$ cat config.mk
export PLATFORM = sky130hd
export DESIGN_NAME = conv_window_ctrl
export DESIGN_NICKNAME = d
export VERILOG_FILES = /design/src/rtl/conv_window_ctrl.sv
export SDC_FILE = /design/constraint.sdc
export NUM_CORES = 1
export LEC_CHECK = 0
export ABC_AREA = 0
export BUFFER_PORTS_ARGS = -buffer_cell sky130_fd_sc_hd__buf_4
export CAP_MARGIN = 20
export CORE_UTILIZATION = 58
export CTS_CLUSTER_DIAMETER = 50
export CTS_CLUSTER_SIZE = 10
export DETAILED_ROUTE_END_ITERATION = 16
export GPL_TIMING_DRIVEN = 0
export HOLD_SLACK_MARGIN = 0.06
export PLACE_DENSITY_LB_ADDON = 0.25
export SLEW_MARGIN = 15
export SYNTH_ARGS = -nofsm -noshare
export SYNTH_HDL_FRONTEND = slang
export SYNTH_SLANG_ARGS = --single-unit
$ cat constraint.sdc
create_clock -name clk -period 2.76 [get_ports clk]
set_input_delay 0.552 -clock clk [delete_from_list [all_inputs] [get_ports clk]]
set_output_delay 0.552 -clock clk [all_outputs]
set_load 0.02 [all_outputs]
$ cat src/rtl/conv_window_ctrl.sv
// Sliding-window controller for a KSIZE x KSIZE convolution over a streamed frame.
// Optional window counter output enabled by defining CONV_WIN_STATS_EN.
module conv_window_ctrl #(
    parameter int KSIZE    = 3,
    parameter int MAX_DIM  = 32,
    parameter int DIM_W    = 6,
    parameter int STRIDE_W = 3
) (
    input  logic                clk,
    input  logic                rst,
    input  logic                cfg_load,
    input  logic [DIM_W-1:0]    cfg_row_len,
    input  logic [DIM_W-1:0]    cfg_col_len,
    input  logic [STRIDE_W-1:0] cfg_stride,
    input  logic                in_valid,
    output logic                in_ready,
    output logic                lb_wen,
    output logic                lb_ren,
    output logic                win_valid,
    input  logic                win_ready,
    output logic [DIM_W-1:0]    win_x,
    output logic [DIM_W-1:0]    win_y,
    output logic                frame_done,
    output logic                cfg_err
`ifdef CONV_WIN_STATS_EN
    ,output logic [15:0]        win_count
`endif
);

    localparam logic [DIM_W-1:0] K1 = DIM_W'(KSIZE - 1);
    localparam logic [DIM_W-1:0] KD = DIM_W'(KSIZE);
    localparam logic [DIM_W-1:0] MD = DIM_W'(MAX_DIM);

    typedef enum logic [1:0] {IDLE, RUN, FLUSH, DONE} state_t;

    state_t              state_q, state_d;
    logic [DIM_W-1:0]    row_len_q, row_len_d, col_len_q, col_len_d;
    logic [STRIDE_W-1:0] stride_q, stride_d;
    logic [DIM_W-1:0]    col_cnt_q, col_cnt_d, row_cnt_q, row_cnt_d;
    logic [STRIDE_W-1:0] cph_q, cph_d, rph_q, rph_d;
    logic [DIM_W-1:0]    nx_q, nx_d, ny_q, ny_d;
    logic [DIM_W-1:0]    win_x_q, win_x_d, win_y_q, win_y_d;
    logic                row_had_q, row_had_d;
    logic                win_valid_q, win_valid_d;
    logic                cfg_err_q, cfg_err_d;

    logic cfg_ok, accept, hs, col_in, row_in, col_last, row_last, produce;

    assign in_ready   = (state_q == RUN) && !(win_valid_q && !win_ready);
    assign accept     = in_valid && in_ready;
    assign hs         = win_valid_q && win_ready;
    assign lb_wen     = accept;
    assign lb_ren     = accept && (row_cnt_q != '0);
    assign win_valid  = win_valid_q;
    assign win_x      = win_x_q;
    assign win_y      = win_y_q;
    assign frame_done = (state_q == DONE);
    assign cfg_err    = cfg_err_q;

    assign cfg_ok = (cfg_stride != '0) && (cfg_row_len >= KD) && (cfg_col_len >= KD) &&
                    (cfg_row_len <= MD) && (cfg_col_len <= MD);
    assign col_in   = col_cnt_q >= K1;
    assign row_in   = row_cnt_q >= K1;
    assign col_last = col_cnt_q == row_len_q - 1'b1;
    assign row_last = row_cnt_q == col_len_q - 1'b1;
    // Phases are only meaningful once the window fits; zero phase marks a stride hit.
    assign produce  = accept && col_in && row_in && (cph_q == '0) && (rph_q == '0);

    always_comb begin
        state_d     = state_q;
        row_len_d   = row_len_q;
        col_len_d   = col_len_q;
        stride_d    = stride_q;
        col_cnt_d   = col_cnt_q;
        row_cnt_d   = row_cnt_q;
        cph_d       = cph_q;
        rph_d       = rph_q;
        nx_d        = nx_q;
        ny_d        = ny_q;
        win_x_d     = win_x_q;
        win_y_d     = win_y_q;
        row_had_d   = row_had_q;
        win_valid_d = win_valid_q;
        cfg_err_d   = 1'b0;

        case (state_q)
            IDLE: begin
                if (cfg_load) begin
                    if (cfg_ok) begin
                        row_len_d = cfg_row_len;
                        col_len_d = cfg_col_len;
                        stride_d  = cfg_stride;
                        col_cnt_d = '0;
                        row_cnt_d = '0;
                        cph_d     = '0;
                        rph_d     = '0;
                        nx_d      = '0;
                        ny_d      = '0;
                        win_x_d   = '0;
                        win_y_d   = '0;
                        row_had_d = 1'b0;
                        state_d   = RUN;
                    end else begin
                        cfg_err_d = 1'b1;
                    end
                end
            end
            RUN: begin
                if (accept && col_last && row_last) state_d = FLUSH;
            end
            FLUSH: begin
                if (!win_valid_q || hs) state_d = DONE;
            end
            DONE: state_d = IDLE;
            default: state_d = IDLE;
        endcase

        if (accept) begin
            if (col_in) cph_d = (cph_q + 1'b1 == stride_q) ? '0 : cph_q + 1'b1;
            if (produce) begin
                win_x_d   = nx_q;
                win_y_d   = ny_q;
                nx_d      = nx_q + 1'b1;
                row_had_d = 1'b1;
            end
            if (col_last) begin
                col_cnt_d = '0;
                row_cnt_d = row_cnt_q + 1'b1;
                cph_d     = '0;
                nx_d      = '0;
                row_had_d = 1'b0;
                if (row_had_q || produce) ny_d = ny_q + 1'b1;
                if (row_in) rph_d = (rph_q + 1'b1 == stride_q) ? '0 : rph_q + 1'b1;
            end else begin
                col_cnt_d = col_cnt_q + 1'b1;
            end
        end

        // Accept is blocked while a window is stalled, so a new window never overwrites one.
        if (produce)  win_valid_d = 1'b1;
        else if (hs)  win_valid_d = 1'b0;
    end

    always_ff @(posedge clk) begin
        if (rst) begin
            state_q     <= IDLE;
            row_len_q   <= '0;
            col_len_q   <= '0;
            stride_q    <= '0;
            col_cnt_q   <= '0;
            row_cnt_q   <= '0;
            cph_q       <= '0;
            rph_q       <= '0;
            nx_q        <= '0;
            ny_q        <= '0;
            win_x_q     <= '0;
            win_y_q     <= '0;
            row_had_q   <= 1'b0;
            win_valid_q <= 1'b0;
            cfg_err_q   <= 1'b0;
        end else begin
            state_q     <= state_d;
            row_len_q   <= row_len_d;
            col_len_q   <= col_len_d;
            stride_q    <= stride_d;
            col_cnt_q   <= col_cnt_d;
            row_cnt_q   <= row_cnt_d;
            cph_q       <= cph_d;
            rph_q       <= rph_d;
            nx_q        <= nx_d;
            ny_q        <= ny_d;
            win_x_q     <= win_x_d;
            win_y_q     <= win_y_d;
            row_had_q   <= row_had_d;
            win_valid_q <= win_valid_d;
            cfg_err_q   <= cfg_err_d;
        end
    end

`ifdef CONV_WIN_STATS_EN
    logic [15:0] win_count_q;

    always_ff @(posedge clk) begin
        if (rst)                                          win_count_q <= '0;
        else if (state_q == IDLE && cfg_load && cfg_ok)  win_count_q <= '0;
        else if (hs && win_count_q != 16'hFFFF)          win_count_q <= win_count_q + 16'd1;
    end

    assign win_count = win_count_q;
`endif

endmodule

==> qor.log, run 1 <==
qor: outcome.status finished, final reports clean
qor: synthesis.netlist_area 3360 µm²
qor: worst_setup_path.worst-path-max-fanout 10
qor: power_and_ir_drop.power_leakage 1.58 nW
qor: grt.grt.met1_usage 0.354
qor: power_and_ir_drop.worst_ir_drop_vdd 492 µV
qor: grt.pin_count_of_the_biggest_net_entering_global_routing 12
qor: synthesis.synth-seq-area-share 0.370
qor: grt.top_usage_layer met2
qor: floorplan.die-area 6090 µm²
qor: route.drt_wl_total 7930 µm
qor: synthesis.synth_top_cell_area_share 0.370
qor: place.detailedPlace.worstSlack 0.0152 ns
qor: grt.grt_first_pass_wirelength 13500 µm
qor: finish.layout.nets 508
qor: synthesis.synth-async-reset-ratio 0
qor: place.gp_routability_congestion 0.815
qor: route.drt_drc_violations_left 0
qor: power_and_ir_drop.power.net_switching 0.000588 W
qor: synthesis.synth_top_cells_by_area sky130_fd_sc_hd__dfxtp_1 (37%), sky130_fd_sc_hd__nand2_1 (8.4%), sky130_fd_sc_hd__a21oi_1 (7.5%)
qor: worst_hold_path.hold_path_class in2reg
qor: synthesis.synth_edf_count 0
qor: power_and_ir_drop.switching_share 0.262
qor: clocking.clock_latency_on_the_worst_skew_pair 0.35 ns
qor: finish.areaGrowthSynthToFinish 18.1%
qor: route.antenna_left 0
qor: timing.grt_setup_unrepaired no
qor: clocking.worst_setup_hold_path_clk_slew 0.07 ns
qor: worst_setup_path.setup.worst_path.start state_q[1]
qor: synthesis.synth_nets 460
qor: worst_setup_path.critical_path_cell_by_cell inv_1 -> ha_1 -> and2_1 -> nand2_1 -> inv_2 -> nand2_1 -> nor2_1 -> clkbuf_1 -> clkbuf_2 -> nand2_1 -> a21oi_1
qor: clocking.cts_htree_levels 3
qor: grt.use_met3 0.0651
qor: route.wl_per_cell 14.5 µm
qor: synthesis.yosysWarnings 0
qor: clocking.clk_path_buf_depth 2
qor: worst_setup_path.critPathCaptureType register
qor: worst_setup_path.required_time_of_the_worst_setup_path 3.05 ns
qor: worst_setup_path.critical_path_arrival 2.72 ns
qor: timing.slew_violations 0
qor: route.first_iter_violations 216
qor: timing.hold_ws 0.455 ns
qor: synthesis.netlist_instances 422
qor: timing.fin_ws 0.336 ns
qor: synthesis.synthDominantAreaCellType sky130_fd_sc_hd__dfxtp_1
qor: clocking.cts.root.buffer_cell sky130_fd_sc_hd__clkbuf_8
qor: worst_setup_path.cp_top_family buffers and inverters
qor: floorplan.fp-row-count 27
qor: timing.setup-tns-final 0 ns
qor: power_and_ir_drop.total_power_consumption_of_the_routed_design 0.00225 W
qor: floorplan.design.core.area 5540 µm²
qor: floorplan.floorplan.initialDensity 0.606
qor: floorplan.dieWidth 78.1 µm
qor: power_and_ir_drop.logic_pwr_share 0.151
qor: grt.antenna_found_initial 0
qor: grt.global_route.usage.total 0.283
qor: route.detail_route.vias_per_cell 5.68
qor: clocking.clock_sinks 62
qor: worst_setup_path.slowest_stage sky130_fd_sc_hd__clkbuf_1
qor: grt.grt_pass1_vias 2956
qor: clocking.cts_made_buffers 9
qor: timing.worst-slew-pin-transition 0.589 ns
qor: power_and_ir_drop.p_per_area 567 nW/µm²
qor: power_and_ir_drop.power.share.sequential 0.419
qor: grt.globalRouteMet2Util 0.462
qor: worst_setup_path.crit-reg2reg-launch state_q[1]
qor: synthesis.syn_avg_cell_area 7.95 µm²
qor: place.hpwlAfterDp 5740 µm
qor: worst_setup_path.path_buf_inv 4
qor: synthesis.synth_cell_type_count 57
qor: worst_hold_path.hold_crit_start cfg_col_len[2]
qor: finish.insertedDiodeCount 0
qor: timing.fmax 413 MHz
qor: worst_setup_path.critical-path-top-cell-by-count sky130_fd_sc_hd__nand2_1
qor: place.place.port_buffers 37
qor: finish.filler_cell_count 449
qor: timing.min_period 2.42 ns
qor: timing.clock_skew 0.00943 ns
qor: grt.global_route.overflow_total 0
qor: power_and_ir_drop.cellInternalPower 0.00166 W
qor: power_and_ir_drop.clockPowerShare 0.430
qor: timing.timing.max_slew.rel_slack 0.608
qor: worst_setup_path.cpPeakStageDelay 0.35 ns
qor: synthesis.synthFlopType sky130_fd_sc_hd__dfxtp_1
qor: worst_setup_path.setup.worst_path.class reg2reg
qor: route.dr.pass1.iters 4
qor: synthesis.ys_seq_elements 62
qor: floorplan.io_pins 38
qor: worst_setup_path.startpoint_type register
qor: timing.finalSetupViolations 0
qor: floorplan.chipHeight 78.1 µm
qor: timing.report.final.hold_viol_count 0
qor: flow_run.max-cap-violations 0
qor: finish.final_layout_size_suffix_gt1_frac 0.160
qor: route.vias 3105
qor: clocking.cts_tree built
qor: timing.final_min_period_over_clock_period 0.878
## flip-flops by register name (all words and copies together), names as in the netlist
| name | count |
|---|---|
| ny_q | 6 |
| win_valid | 1 |
| win_y | 6 |
| cph_q | 3 |
| win_x | 6 |
| col_cnt_q | 6 |
| nx_q | 6 |
| cfg_err | 1 |
| state_q | 2 |
| rph_q | 3 |
| col_len_q | 6 |
| row_had_q | 1 |
| stride_q | 3 |
| row_len_q | 6 |
| row_cnt_q | 6 |
## logic make-up after synthesis
family | synth area share
DFF | 0.370
adders and majority gates | 0.0671
muxes | 0.00895
buffers and inverters | 0.0544
and+or+nand+nor | 0.249
xor gates and xnor gates | 0.0600
AOI/OAI and AO/OA | 0.191
## worst register-to-register path, delay by kind of cell, from the launching register on
family / cells / cell delay (ns)
flip-flops: 1 / 0.33
adder cells (fa/ha/maj): 1 / 0.19
AO/OA/AOI/OAI: 1 / 0.12
AND/OR/NAND/NOR: 5 / 0.72
buffers and inverters: 4 / 1.00
## area by class of cell
class	count	area [µm²]	area share
Clock inverter	6	110	0.0278
Tap cell	72	90.1	0.0227
Multi-Input combinational cell	324	1930	0.488
Timing Repair Buffer	37	278	0.0701
Clock buffer	10	128	0.0322
Sequential cell	62	1240	0.313
Inverter	18	67.6	0.0171
Buffer	18	116	0.0294
## cell usage in the layout, fill, tap and decap left out, drive strengths merged, types with 3 or more instances in the layout
cell,n
nor2,29
nand3,14
xnor2,15
ha,18
nand2,75
nor2b,5
nand3b,4
and2,10
bufinv,3
and3,3
o21ai,19
xor2,8
o211ai,3
a211oi,3
inv,18
a21oi,55
or2,4
or3,7
nor4,3
mux2i,3
nor3,7
nand4,4
buf,47
clkbuf,18
a31oi,4
dfxtp,62
## cell usage after synthesis, types with 2 or more instances
master and instances:
sky130_fd_sc_hd__nand3_1 14, sky130_fd_sc_hd__o22ai_1 2, sky130_fd_sc_hd__nand3b_1 4, sky130_fd_sc_hd__or2_2 4, sky130_fd_sc_hd__clkbuf_1 7, sky130_fd_sc_hd__nand2b_1 2
sky130_fd_sc_hd__and2_1 10, sky130_fd_sc_hd__a31oi_1 4, sky130_fd_sc_hd__buf_12 2, sky130_fd_sc_hd__a21oi_2 5, sky130_fd_sc_hd__nand4_1 4, sky130_fd_sc_hd__o31a_1 2
sky130_fd_sc_hd__nor2b_1 5, sky130_fd_sc_hd__or4_1 2, sky130_fd_sc_hd__dfxtp_1 62, sky130_fd_sc_hd__nor2_1 29, sky130_fd_sc_hd__a22oi_1 2, sky130_fd_sc_hd__nand2_1 75
sky130_fd_sc_hd__ha_1 18, sky130_fd_sc_hd__o211ai_1 3, sky130_fd_sc_hd__xor2_1 8, sky130_fd_sc_hd__or3_1 7, sky130_fd_sc_hd__o21ai_1 3, sky130_fd_sc_hd__inv_1 17
sky130_fd_sc_hd__nor4_1 2, sky130_fd_sc_hd__o31ai_1 2, sky130_fd_sc_hd__a21oi_1 50, sky130_fd_sc_hd__nor3_1 6, sky130_fd_sc_hd__xnor2_1 15, sky130_fd_sc_hd__a211oi_1 3
sky130_fd_sc_hd__o21ai_0 16, sky130_fd_sc_hd__buf_2 6, sky130_fd_sc_hd__buf_1 2, sky130_fd_sc_hd__mux2i_1 3, sky130_fd_sc_hd__and3_1 3, sky130_fd_sc_hd__a21o_1 2
## final timing paths
path	endpoint	slack (ns)	cells after the start
worst max register to register	win_x[2]	0.34	11
worst min-delay path	col_len_q[2]	0.46	3
worst min register to register	win_y[5]	0.46	2
worst max-delay path	win_x[2]	0.34	11
## per-stage QoR
stage | util | instances | instance area [µm²]
finish | 0.715 | 547 | 3960
global route | 0.715 | 547 | 3960
CTS | 0.715 | 547 | 3960
detailed placement | 0.672 | 531 | 3720
global placement | 0.672 | 531 | 3720
floorplan | - | 422 | 3360
## repair_timing
action                                  in CTS  in global routing
resized for setup                            0                  1
endpoints found under the setup margin       0                 10
hold buffers                                 0                  0
setup buffers                                0                  0
## metal layers
| metal | part of all wire | wire length [µm] | vias up |
|---|---|---|---|
| met3 | 0.056 | 441 | 20 |
| met2 | 0.48 | 3820 | 82 |
| met4 | 0.023 | 181 | 0 |
| met1 | 0.44 | 3480 | 1450 |
| met5 | 0 | 0 | - |
| li1 | - | - | 1553 |
## power by group through the flow
stage / clock network, W / registers, W / logic, W
floorplan: 0 / 0.000958 / 0.000236
global placement: 0 / 0.000959 / 0.000324
detailed placement: 0 / 0.000962 / 0.000335
CTS: 0.000972 / 0.000942 / 0.000337
global route: 0.00101 / 0.000945 / 0.000374
finish: 0.000966 / 0.000942 / 0.000339
Note: power is estimated with default switching activity, not from simulation.
==> run 2: changes to the inputs <==
--- a/config.mk
+++ b/config.mk
@@ -8,7 +8,7 @@
 export ABC_AREA = 0
 export BUFFER_PORTS_ARGS = -buffer_cell sky130_fd_sc_hd__buf_4
 export CAP_MARGIN = 20
-export CORE_UTILIZATION = 58
+export CORE_UTILIZATION = 62
 export CTS_CLUSTER_DIAMETER = 50
 export CTS_CLUSTER_SIZE = 10
 export DETAILED_ROUTE_END_ITERATION = 16
==> constraint.sdc (replaced) <==
create_clock -name clk -period 3.1 [get_ports clk]
set_input_delay 0.62 -clock clk [delete_from_list [all_inputs] [get_ports clk]]
set_output_delay 0.62 -clock clk [all_outputs]
set_load 0.02 [all_outputs]
==> run 2 against run 1 <==
Against the previous run:
- first-iteration DRC count down 32%
- fmax fell by 8.9%
- count of clock-buffer cells in the layout rose by 1
- largest cell class unchanged
- highest routed layer unchanged
==> qor.log, run 2 (synthesis gave the netlist of run 1 again) <==
qor: outcome.status finished, final reports clean
qor: place.gp_routability_congestion 0.817
qor: clocking.worst_setup_hold_path_clk_slew 0.07 ns
qor: route.drt_drc_violations_left 0
qor: power_and_ir_drop.worst_ir_drop_vdd 423 µV
qor: power_and_ir_drop.power.share.sequential 0.414
qor: clocking.cts.root.buffer_cell sky130_fd_sc_hd__clkbuf_8
qor: timing.worst-slew-pin-transition 0.598 ns
qor: power_and_ir_drop.switching_share 0.258
qor: worst_setup_path.critPathCaptureType register
qor: route.detail_route.vias_per_cell 5.84
qor: clocking.clock_latency_on_the_worst_skew_pair 0.34 ns
qor: flow_run.max-cap-violations 0
qor: floorplan.die-area 5710 µm²
qor: floorplan.floorplan.initialDensity 0.649
qor: timing.slew_violations 0
qor: floorplan.io_pins 38
qor: worst_setup_path.startpoint_type register
qor: finish.final_layout_size_suffix_gt1_frac 0.158
qor: worst_hold_path.hold_path_class reg2reg
qor: finish.areaGrowthSynthToFinish 18.3%
qor: clocking.number_of_gates_given_a_new_drive_strength_after_cts 0
qor: worst_setup_path.worst-path-max-fanout 10
qor: floorplan.dieWidth 75.6 µm
qor: timing.report.final.hold_viol_count 0
qor: timing.min_period 2.66 ns
qor: route.wl_per_cell 14.8 µm
qor: timing.grt_setup_unrepaired no
qor: timing.final_min_period_over_clock_period 0.859
qor: clocking.cts_hold_repair.buffers 0
qor: power_and_ir_drop.p_per_area 510 nW/µm²
qor: timing.finalSetupViolations 0
qor: timing.setup-tns-final 0 ns
qor: route.drt_wl_total 8050 µm
qor: route.dr.pass1.iters 6
qor: power_and_ir_drop.cellInternalPower 0.00150 W
qor: grt.pin_count_of_the_biggest_net_entering_global_routing 12
qor: grt.global_route.usage.total 0.304
qor: clocking.clock_sinks 62
qor: clocking.cts_made_buffers 9
qor: grt.antenna_found_initial 0
qor: timing.clock_skew 0.00965 ns
qor: finish.utilization 0.767
qor: power_and_ir_drop.logic_pwr_share 0.151
qor: place.place.port_buffers 37
qor: grt.grt_pass1_vias 2931
qor: route.antenna_left 0
qor: timing.fmax 376 MHz
qor: power_and_ir_drop.power_leakage 1.58 nW
qor: finish.layout_commonest_cell sky130_fd_sc_hd__nand2_1
qor: worst_setup_path.required_time_of_the_worst_setup_path 3.38 ns
qor: clocking.cts_htree_levels 3
qor: route.first_iter_violations 147
qor: place.hpwlAfterDp 5700 µm
qor: floorplan.chipHeight 75.6 µm
qor: route.vias 3182
qor: clocking.clk_path_buf_depth 2
qor: finish.insertedDiodeCount 0
qor: worst_setup_path.setup.worst_path.class reg2reg
qor: clocking.postCtsSetupBuffers 0
qor: worst_setup_path.critical_path_arrival 2.95 ns
qor: timing.timing.max_slew.rel_slack 0.601
qor: grt.global_route.overflow_total 0
qor: clocking.cts_tree built
qor: floorplan.fp-row-count 26
qor: grt.grt_first_pass_wirelength 12800 µm
qor: finish.layout_common_cells sky130_fd_sc_hd__nand2_1 (75), sky130_fd_sc_hd__dfxtp_1 (62), sky130_fd_sc_hd__a21oi_1 (50)
qor: worst_setup_path.r2r_slack 0.44 ns
qor: power_and_ir_drop.clockPowerShare 0.435
qor: power_and_ir_drop.power.net_switching 0.000522 W
qor: finish.layout.nets 508
qor: floorplan.design.core.area 5170 µm²
==> run 2: cell types whose count changed in the layout (fill, tap and decap cells not counted) <==
cell                         change
sky130_fd_sc_hd__buf_1           +1
sky130_fd_sc_hd__clkbuf_2        -1
sky130_fd_sc_hd__clkbuf_8        +1
sky130_fd_sc_hd__clkinv_2        -1
sky130_fd_sc_hd__clkinv_4        +1
sky130_fd_sc_hd__clkinvlp_4      -1
==> run 2: per-stage QoR <==
step | worst slack (ns) | hold WS (ns) | instances | power, W | cell area (µm²)
after floorplan | 0.728 | 0.437 | 422 | 0.00106 | 3360
after global placement | 0.334 | 0.445 | 529 | 0.00114 | 3720
after detailed placement | 0.257 | 0.448 | 529 | 0.00116 | 3720
after CTS | 0.468 | 0.458 | 545 | 0.00202 | 3970
after global routing | 0.267 | 0.484 | 545 | 0.00209 | 3970
final | 0.438 | 0.457 | 545 | 0.00202 | 3970
==> run 2: final cells by class <==
class / count / area (µm²)
Multi-Input combinational cell: 324 / 1930
Inverter: 18 / 67.6
Fill cell: 376 / 1200
Timing Repair Buffer: 37 / 278
Tap cell: 70 / 87.6
Clock inverter: 5 / 106
Sequential cell: 62 / 1240
Clock buffer: 11 / 141
Buffer: 18 / 115
==> run 2: final timing paths <==
kind                                 start       end  depth (start not counted)
worst max-delay path            state_q[1]  win_x[3]                         11
worst min-delay path              win_y[5]  win_y[5]                          2
worst max register to register  state_q[1]  win_x[3]                         11
worst min register to register    win_y[5]  win_y[5]                          2
==> run 2: per-layer routing <==
layer  wire length [µm]  GRT usage
met1               3520      0.353
met4                165      0.140
met5                  0          0
met2               3990      0.526
met3                377     0.0767
==> run 2: power by group through the flow <==
| stage | Sequential, W | Clock, W | Combinational (W) |
|---|---|---|---|
| final | 0.000838 | 0.000880 | 0.000306 |
| after global routing | 0.000840 | 0.000918 | 0.000336 |
| after CTS | 0.000838 | 0.000881 | 0.000303 |
| after detailed placement | 0.000856 | 0 | 0.000301 |
| after global placement | 0.000854 | 0 | 0.000287 |
| after floorplan | 0.000853 | 0 | 0.000210 |
==> run 2: critical path: stages (launching register included) <==
cell and delay [ns]:
sky130_fd_sc_hd__dfxtp_1 0.33, sky130_fd_sc_hd__inv_1 0.13, sky130_fd_sc_hd__ha_1 0.19, sky130_fd_sc_hd__and2_1 0.16, sky130_fd_sc_hd__nand2_1 0.17, sky130_fd_sc_hd__inv_2 0.22
sky130_fd_sc_hd__nand2_1 0.13, sky130_fd_sc_hd__nor2_1 0.19, sky130_fd_sc_hd__clkbuf_1 0.34, sky130_fd_sc_hd__buf_1 0.45, sky130_fd_sc_hd__nand2_1 0.15, sky130_fd_sc_hd__a21oi_1 0.13
